===== config.mk =====
export PLATFORM = sky130hd
export DESIGN_NAME = i2s_rx_deser
export DESIGN_NICKNAME = d
export VERILOG_FILES = /design/src/rtl/i2s_rx_deser.sv
export SDC_FILE = /design/constraint.sdc
export NUM_CORES = 1
export LEC_CHECK = 0
export CORE_ASPECT_RATIO = 1.4
export CORE_MARGIN = 3
export CORE_UTILIZATION = 54
export DETAILED_ROUTE_END_ITERATION = 12
export PLACE_DENSITY = 0.86
export SLEW_MARGIN = 0
export SYNTH_ARGS = -nofsm -noshare
export SYNTH_HDL_FRONTEND = slang
export SYNTH_SLANG_ARGS = --single-unit

===== constraint.sdc =====
create_clock -name clk_i -period 2.3 [get_ports clk_i]
set_input_delay 0.23 -clock clk_i [delete_from_list [all_inputs] [get_ports clk_i]]
set_output_delay 0.23 -clock clk_i [all_outputs]
set_load 0.02 [all_outputs]

===== src/rtl/i2s_rx_deser.sv =====
// I2S line-in receiver: codec clock generation, 24-bit L/R deserialization and
// a small valid/ready output FIFO. Define I2S_RX_OVF_COUNT_EN to add ovf_count_o.
module i2s_rx_deser #(
  parameter int unsigned width_p      = 24,
  parameter int unsigned fifo_depth_p = 4
) (
  input  logic               clk_i,
  input  logic               reset_n_i,
  output logic               rx_main_clk_o,
  output logic               rx_data_clk_o,
  output logic               rx_lr_clk_o,
  input  logic               rx_data_i,
  output logic [width_p-1:0] data_o,
  output logic               valid_o,
  input  logic               ready_i,
  output logic               last_o,
  output logic               overflow_o
`ifdef I2S_RX_OVF_COUNT_EN
  ,
  output logic [15:0]        ovf_count_o
`endif
);

  localparam int unsigned              ptr_w_lp    = $clog2(fifo_depth_p);
  localparam logic [4:0]               last_bit_lp = 5'(width_p);
  localparam logic [ptr_w_lp:0]        depth_lp    = (ptr_w_lp+1)'(fifo_depth_p);

  logic [8:0]          count_r;
  logic [1:0]          sync_r;
  logic [width_p-1:0]  shift_r;
  logic [width_p:0]    mem_r [fifo_depth_p];
  logic [ptr_w_lp-1:0] wr_ptr_r;
  logic [ptr_w_lp-1:0] rd_ptr_r;
  logic [ptr_w_lp:0]   occ_r;
  logic                overflow_r;

  logic       ch;
  logic [4:0] bit_idx;
  logic [2:0] phase;
  logic       capture;
  logic       push;
  logic       pop;
  logic       full;
  logic       accept;
  logic       drop;

  assign ch      = count_r[8];
  assign bit_idx = count_r[7:3];
  assign phase   = count_r[2:0];

  assign rx_main_clk_o = count_r[0];
  assign rx_data_clk_o = count_r[2];
  assign rx_lr_clk_o   = count_r[8];

  // Phase 110 sees the pin as it was on the bit-clock rising edge (phase 100),
  // after the two synchronizer stages.
  always_comb begin
    capture = (phase == 3'd6) && (bit_idx >= 5'd1) && (bit_idx <= last_bit_lp);
    push    = (phase == 3'd7) && (bit_idx == last_bit_lp);
    full    = (occ_r == depth_lp);
    pop     = valid_o && ready_i;
    accept  = push && (!full || pop);
    drop    = push && full && !pop;
  end

  always_ff @(posedge clk_i or negedge reset_n_i) begin
    if (!reset_n_i) begin
      count_r <= '0;
      sync_r  <= '0;
      shift_r <= '0;
    end else begin
      count_r <= count_r + 9'd1;
      sync_r  <= {sync_r[0], rx_data_i};
      if (capture) shift_r <= {shift_r[width_p-2:0], sync_r[1]};
    end
  end

  always_ff @(posedge clk_i or negedge reset_n_i) begin
    if (!reset_n_i) begin
      for (int unsigned i = 0; i < fifo_depth_p; i++) mem_r[i] <= '0;
      wr_ptr_r   <= '0;
      rd_ptr_r   <= '0;
      occ_r      <= '0;
      overflow_r <= 1'b0;
    end else begin
      if (accept) begin
        mem_r[wr_ptr_r] <= {ch, shift_r};
        wr_ptr_r        <= wr_ptr_r + ptr_w_lp'(1);
      end
      if (pop) rd_ptr_r <= rd_ptr_r + ptr_w_lp'(1);
      case ({accept, pop})
        2'b10:   occ_r <= occ_r + (ptr_w_lp+1)'(1);
        2'b01:   occ_r <= occ_r - (ptr_w_lp+1)'(1);
        default: occ_r <= occ_r;
      endcase
      if (drop) overflow_r <= 1'b1;
    end
  end

  assign valid_o    = (occ_r != '0);
  assign data_o     = mem_r[rd_ptr_r][width_p-1:0];
  assign last_o     = mem_r[rd_ptr_r][width_p];
  assign overflow_o = overflow_r;

`ifdef I2S_RX_OVF_COUNT_EN
  always_ff @(posedge clk_i or negedge reset_n_i) begin
    if (!reset_n_i)                      ovf_count_o <= '0;
    else if (drop && ovf_count_o != '1)  ovf_count_o <= ovf_count_o + 16'd1;
  end
`endif

endmodule


* Yosys cells after proc, flatten, opt, wreduce, memory -nomap -nowiden
Index checks and enable logic that the tools add are counted.
W data, S select, Z words.
** Cells by class
- Order comparisons :: 5
- Equal/unequal tests :: 6
- Mux-type cells :: 7
- $add $sub $neg :: 5
- Bitwise operators :: 2
- Shift-type cells :: 0
- Multiply operators :: 0
- Divide/modulo/power cells :: 0
- Reductions and logical operators :: 13
** Operators with widths (number)
- $bwmux W100 :: 1
- $mux W25 :: 3
- $bmux W25 S2 :: 1
- $demux W25 S2 :: 1
- $add A9 B1 Y9 const B :: 1
- $eq A3 B3 Y1 const B :: 3
- $logic_and A1 B1 Y1 :: 8
- $ge A3 B3 Y1 const B :: 2
- $not A2 Y3 :: 2
- $pmux W3 S2 :: 1
- $eq A5 B5 Y1 const B :: 1
- $ge A5 B1 Y1 const B :: 1
- $le A5 B5 Y1 const B :: 1
- $add A2 B1 Y2 const B :: 2
- $add A3 B1 Y3 const B :: 1
- $lt A3 B1 Y1 const B :: 1
- $reduce_bool A3 Y1 :: 1
- $sub A3 B1 Y3 const B :: 1
- $eq A2 B1 Y1 const B :: 1
- $eq A2 B2 Y1 const B :: 1
- $logic_not A1 Y1 :: 2
- $reduce_bool A2 Y1 :: 1
- $logic_or A1 B1 Y1 :: 1
** Storage, ports and cells
- Bits in read-only memories :: 0
- Output and inout bits :: 30
- Memories :: 0
- Word-level logic and storage cells :: 49
- Register bits :: 143
- Bits of input ports :: 4
- Latch bits :: 0
- RAM bits :: 0

* Depth between registers and ports, before layout
- Word-level depth :: 6
- Depth in mapped cells :: 11
- Gate-level depth less buffers :: 11

* Least setup slack after synthesis
OpenSTA, ideal clock, no wires.
- Kind :: register to register
- Start :: register count_r[0]
- End :: register occ_r[2]
- Library setup time :: 0.125 ns
- Period minus slack after synthesis :: 2.347 ns
- Path buffers :: 0
- Required time :: 2.175 ns
- Data arrival time :: 2.222 ns
- Path slack :: -0.047 ns
- Stages on the path, launching flop included :: 12
- Cells stage by stage :: dfrtp_1 > ha_1 > ha_1 > nand3_1 > nor3_4 > inv_1 > ha_1 > inv_1 > fa_1 > xor2_1 > nor2_1 > xor2_1
** Between the ends
- Word-level cells in the longest chain between the ends :: 5
- Elaborated cells on any way between the ends :: 7
- Those cells by class :: 3 x eq/ne; 1 x mux; 3 x reduce/logical
** RTL lines
- start: declaration :: RTL line 28 : logic [8:0] count_r;
- start signal: assignment :: RTL line 72 : count_r <= count_r + 9'd1;
- $eq A3 B3 Y1 * :: RTL line 59 : push = (phase == 3'd7) && (bit_idx == last_bit_lp);
- $logic_and A1 B1 Y1 * :: RTL line 59
- $logic_and A1 B1 Y1 * :: RTL line 62 : accept = push && (!full || pop);
- $eq A2 B1 Y1 / $eq A2 B2 Y1 (equally long branches) :: RTL line 91 : case ({accept, pop})
- $pmux W3 S2 / $reduce_bool A2 Y1 (equally long branches)
- end signal: assignment :: RTL line 92 : 2'b10: occ_r <= occ_r + (ptr_w_lp+1)'(1);
- end signal: assignment :: RTL line 93 : 2'b01: occ_r <= occ_r - (ptr_w_lp+1)'(1);
- end signal: assignment :: RTL line 94 : default: occ_r <= occ_r;
- end: declaration :: RTL line 34 : logic [ptr_w_lp:0] occ_r;
Every way passes the cells marked *; elsewhere a longest branch is shown, timed or not.
A chain may end at the register's enable or synchronous reset.

* Worst setup path in the final report
- Start :: register occ_r[0]
- End :: register occ_r[2]
** Between the ends
- Word-level cells in the longest chain between the ends :: 6
- Elaborated cells on any way between the ends :: 12
- Those cells by class :: 2 x add/sub; 3 x eq/ne; 1 x mux; 6 x reduce/logical
** RTL lines (RTL line)
- $eq A3 B3 Y1 / $reduce_bool A3 Y1 (equally long branches) :: 60, 100
- $logic_not A1 Y1 / $logic_and A1 B1 Y1 (equally long branches) :: 62, 61
- $logic_or A1 B1 Y1 :: 62
- $logic_and A1 B1 Y1 :: 62
- $eq A2 B1 Y1 / $eq A2 B2 Y1 (equally long branches) :: 91
- $pmux W3 S2 / $reduce_bool A2 Y1 (equally long branches)
Several ways; a longest one is shown, not always the timed one.

==> run_summary.xml <==
<?xml version="1.0" encoding="UTF-8"?>
<metrics>
  <group name="hold_path">
    <metric name="whs_path_depth" unit="">1</metric>
    <metric name="worst_hold_startpoint" unit="">rx_data_i</metric>
    <metric name="holdCritPathClass" unit="">input port to register</metric>
    <metric name="hold_path_end" unit="">sync_r[0]</metric>
  </group>
  <group name="routing">
    <metric name="antenna_violating_nets_post_route" unit="">0</metric>
    <metric name="drcViolationCount" unit="">0</metric>
    <metric name="post_drt_wl_per_cell" unit="um">21.7</metric>
    <metric name="route.vias.total" unit="">3386</metric>
    <metric name="route.final.wire_length" unit="um">12700</metric>
    <metric name="drt_first_pass_iters" unit="">4</metric>
    <metric name="dr.first_iter.drc_count" unit="">165</metric>
    <metric name="detail_route.vias_per_cell" unit="">5.79</metric>
  </group>
  <group name="layout">
    <metric name="final_layout_size_suffix_gt1_frac" unit="">0.492</metric>
    <metric name="postLayoutCoreUtil" unit="">0.680</metric>
    <metric name="nFillCells" unit="">735</metric>
    <metric name="layout_common_cells" unit="">sky130_fd_sc_hd__dfrtp_1, sky130_fd_sc_hd__mux2_4, sky130_fd_sc_hd__mux2_2</metric>
    <metric name="antenna-diode-count" unit="">0</metric>
    <metric name="area_delta_synth_final" unit="%">21.1</metric>
    <metric name="net_count_final" unit="">441</metric>
    <metric name="mostFrequentLayoutCell" unit="">sky130_fd_sc_hd__dfrtp_1</metric>
  </group>
  <group name="floorplan">
    <metric name="floorplan.core_area" unit="um^2">11500</metric>
    <metric name="die_w" unit="um">98.2</metric>
    <metric name="placement_rows" unit="">46</metric>
    <metric name="fp.dieH" unit="um">135</metric>
    <metric name="fp.dieArea" unit="um^2">13300</metric>
    <metric name="io-pin-count" unit="">34</metric>
    <metric name="initial_utilization" unit="">0.561</metric>
  </group>
  <group name="clocking">
    <metric name="clk_latency_worst_skew_pair" unit="ns">0.41</metric>
    <metric name="cts_buffers" unit="">17</metric>
    <metric name="worst_setup_hold_path_clk_slew" unit="ns">0.06</metric>
    <metric name="htreeDepth" unit="">4</metric>
    <metric name="max-clock-path-buffers" unit="">2</metric>
    <metric name="clock-root-buffer" unit="">sky130_fd_sc_hd__clkbuf_16</metric>
    <metric name="tritoncts" unit="">built</metric>
    <metric name="tritoncts_num_sinks" unit="">143</metric>
  </group>
  <group name="timing">
    <metric name="tightest_slew" unit="ns">0.674</metric>
    <metric name="rsz0062_at_grt" unit="">false</metric>
    <metric name="max_freq" unit="GHz">0.461</metric>
    <metric name="timing.final.ws_setup" unit="ns">0.131</metric>
    <metric name="timing.clock.skew" unit="ns">0.0111</metric>
    <metric name="setup_violations" unit="">0</metric>
    <metric name="report.final.hold_viol_count" unit="">0</metric>
    <metric name="timing.max_slew.rel_slack" unit="">0.551</metric>
    <metric name="worst_hold_slack" unit="ns">0.265</metric>
    <metric name="post-route-min-period" unit="ns">2.17</metric>
    <metric name="timing.final.max_slew_violations" unit="">0</metric>
    <metric name="final_min_period_over_clock_period" unit="">0.943</metric>
  </group>
  <group name="power_and_ir_drop">
    <metric name="share_seq_of_total_power" unit="">0.403</metric>
    <metric name="report.power.total" unit="W">0.00660</metric>
    <metric name="power_frac_comb" unit="">0.116</metric>
    <metric name="p_sw_frac" unit="">0.227</metric>
    <metric name="leakage_power" unit="nW">4.11</metric>
    <metric name="irDropWorstVdd" unit="mV">0.518</metric>
    <metric name="power_report.internal_total" unit="W">0.00510</metric>
    <metric name="clock_power_share" unit="">0.480</metric>
    <metric name="power_density" unit="nW/um^2">848</metric>
    <metric name="switching_power" unit="W">0.00150</metric>
  </group>
  <group name="worst_setup_path">
    <metric name="crit_path_max_fanout" unit="">4</metric>
    <metric name="regToRegSetupSlack" unit="ns">0.13</metric>
    <metric name="critPathArrivalTime" unit="ns">2.49</metric>
    <metric name="timing.critical_path.to_type" unit="">register</metric>
    <metric name="regToRegStartpoint" unit="">occ_r[0]</metric>
    <metric name="worstReg2RegEnd" unit="">occ_r[2]</metric>
    <metric name="worst-setup-path-type" unit="">register to register</metric>
    <metric name="ff2ff_path_depth" unit="">10</metric>
    <metric name="critical_path.startpoint_type" unit="">register</metric>
    <metric name="worst-endpoint-required" unit="ns">2.62</metric>
  </group>
  <group name="synth">
    <metric name="synthDistinctLibCells" unit="">27</metric>
    <metric name="post_synthesis_net_count" unit="">381</metric>
    <metric name="syn_inst" unit="">368</metric>
    <metric name="yosysWarnings" unit="">0</metric>
    <metric name="synth.avg_cell_area" unit="um^2">17.5</metric>
    <metric name="synthDominantCellAreaShare" unit="">0.557</metric>
    <metric name="synthesis.area" unit="um^2">6430</metric>
    <metric name="netlist.top_cell.by_area" unit="">sky130_fd_sc_hd__dfrtp_1</metric>
    <metric name="sequential_share_of_the_synthesized_area" unit="">0.557</metric>
    <metric name="flops_latches_synth" unit="">143</metric>
    <metric name="post_synth_main_area_contributors" unit="">sky130_fd_sc_hd__dfrtp_1, sky130_fd_sc_hd__mux2_4, sky130_fd_sc_hd__mux4_2</metric>
  </group>
  <group name="global_route">
    <metric name="residual_overflow_from_global_routing" unit="">0</metric>
    <metric name="antenna_violations_before_repair" unit="">0</metric>
    <metric name="grt_pass1_vias" unit="">4013</metric>
    <metric name="grt_max_degree" unit="">75</metric>
    <metric name="grt_pass1_wl" unit="um">21200</metric>
    <metric name="grt_util_all_layers" unit="">0.209</metric>
  </group>
  <group name="flow_run">
    <metric name="maxCapViolations" unit="">0</metric>
  </group>
  <group name="placement">
    <metric name="detailedPlace.worstSlack" unit="ns">-0.0867</metric>
    <metric name="gp_congestion" unit="">0.762</metric>
    <metric name="place.detailed.hpwl" unit="um">7850</metric>
    <metric name="port_buffers" unit="">33</metric>
  </group>
  <group name="status">
    <metric name="outcome" unit="">finished clean</metric>
  </group>
</metrics>
-- registers in the layout (all words and copies together) (netlist names) --
name / flops
shift_r: 24
sync_r: 2
overflow_o: 1
wr_ptr_r: 2
mem_r: 100
rd_ptr_r: 2
count_r: 9
occ_r: 3
-- cell type report --
class | count | area [um^2] | area share
flip-flops and latches | 143 | 3580 | 0.460
multi-input cells | 200 | 2700 | 0.347
repair buffers | 58 | 603 | 0.0775
clock buffers | 22 | 484 | 0.0622
clock inverters | 10 | 205 | 0.0264
well taps | 144 | 180 | 0.0231
inverters | 8 | 30.0 | 0.00386
-- metrics by stage --
stage	setup TNS [ns]	std cells	area (um^2)
floorplan	0	368	6440
global placement	0	551	7110
detailed placement	-0.0867	551	7110
CTS	0	585	7780
global route	0	585	7780
finish	0	585	7780
-- power groups by stage --
stage | Clock [W] | Sequential, W | Combinational, W
2_1_floorplan | 0 | 0.00264 | 0.000499
3_3_place_gp | 0 | 0.00271 | 0.000718
3_5_place_dp | 0 | 0.00272 | 0.000745
4_1_cts | 0.00321 | 0.00266 | 0.000787
5_1_grt | 0.00331 | 0.00267 | 0.000839
6_report | 0.00317 | 0.00266 | 0.000768
-- worst max-delay path by stage --
stage	start	to	slack (ns)	depth (start not counted)
6_report	occ_r[0]	occ_r[2]	0.13	10
5_1_grt	count_r[0]	occ_r[2]	0.006	11
4_1_cts	count_r[0]	occ_r[2]	0.1	11
3_5_place_dp	ready_i	occ_r[2]	-0.09	11
3_3_place_gp	ready_i	occ_r[2]	0.08	11
2_1_floorplan	count_r[0]	occ_r[2]	0.01	11
-- worst max-delay path, cell delays in order (launching register included) --
cell and delay, ns:
sky130_fd_sc_hd__dfrtp_1 0.41, sky130_fd_sc_hd__nor4b_1 0.33, sky130_fd_sc_hd__buf_4 0.19, sky130_fd_sc_hd__nor3_4 0.04, sky130_fd_sc_hd__inv_1 0.07, sky130_fd_sc_hd__ha_2 0.18
sky130_fd_sc_hd__inv_1 0.06, sky130_fd_sc_hd__fa_1 0.38, sky130_fd_sc_hd__xor2_1 0.15, sky130_fd_sc_hd__nor2_1 0.11, sky130_fd_sc_hd__xor2_1 0.17
-- kinds of logic after synthesis --
family                   Yosys count  share of synthesized area
flip-flops                       143                      0.557
XOR/XNOR                          12                     0.0164
buffers and inverters             25                     0.0249
AO/OA/AOI/OAI                      4                    0.00565
AND/OR/NAND/NOR                   25                     0.0245
adder cells (fa/ha/maj)            9                     0.0187
multiplexers                     150                      0.353
-- cells in the mapped netlist --
cell type and number:
sky130_fd_sc_hd__nand2_1 5, sky130_fd_sc_hd__buf_1 1, sky130_fd_sc_hd__nor4b_1 1, sky130_fd_sc_hd__nor3_4 1, sky130_fd_sc_hd__a41oi_2 1, sky130_fd_sc_hd__nor2_1 5
sky130_fd_sc_hd__mux2_4 80, sky130_fd_sc_hd__xnor2_1 6, sky130_fd_sc_hd__ha_1 8, sky130_fd_sc_hd__clkbuf_1 3, sky130_fd_sc_hd__dfrtp_1 143, sky130_fd_sc_hd__inv_1 8
sky130_fd_sc_hd__and2_1 1, sky130_fd_sc_hd__nand3_1 5, sky130_fd_sc_hd__mux4_2 25, sky130_fd_sc_hd__fa_1 1, sky130_fd_sc_hd__mux2_2 44, sky130_fd_sc_hd__nand2_4 4
sky130_fd_sc_hd__xor2_1 6, sky130_fd_sc_hd__o211ai_1 1, sky130_fd_sc_hd__buf_6 8, sky130_fd_sc_hd__or3_1 2, sky130_fd_sc_hd__and3_1 1, sky130_fd_sc_hd__buf_2 5
sky130_fd_sc_hd__a21o_1 1, sky130_fd_sc_hd__o21ai_0 1, sky130_fd_sc_hd__mux2i_1 1
-- routing by layer --
metal  wire, um  GRT usage  up-vias
li1           -          -     1450
met1       5230      0.256     1844
met2       6830      0.360       71
met3        452     0.0512       21
met4        196     0.0774        0
met5          0          0        -
-- timing repair --
action	4_1_cts	5_1_grt
hold endpoints to repair	71	0
gates resized for setup	26	0
setup buffers	1	0
endpoints found under the setup margin	25	0
hold buffers	1	0
No activity file was read; power rests on OpenSTA's default activity.
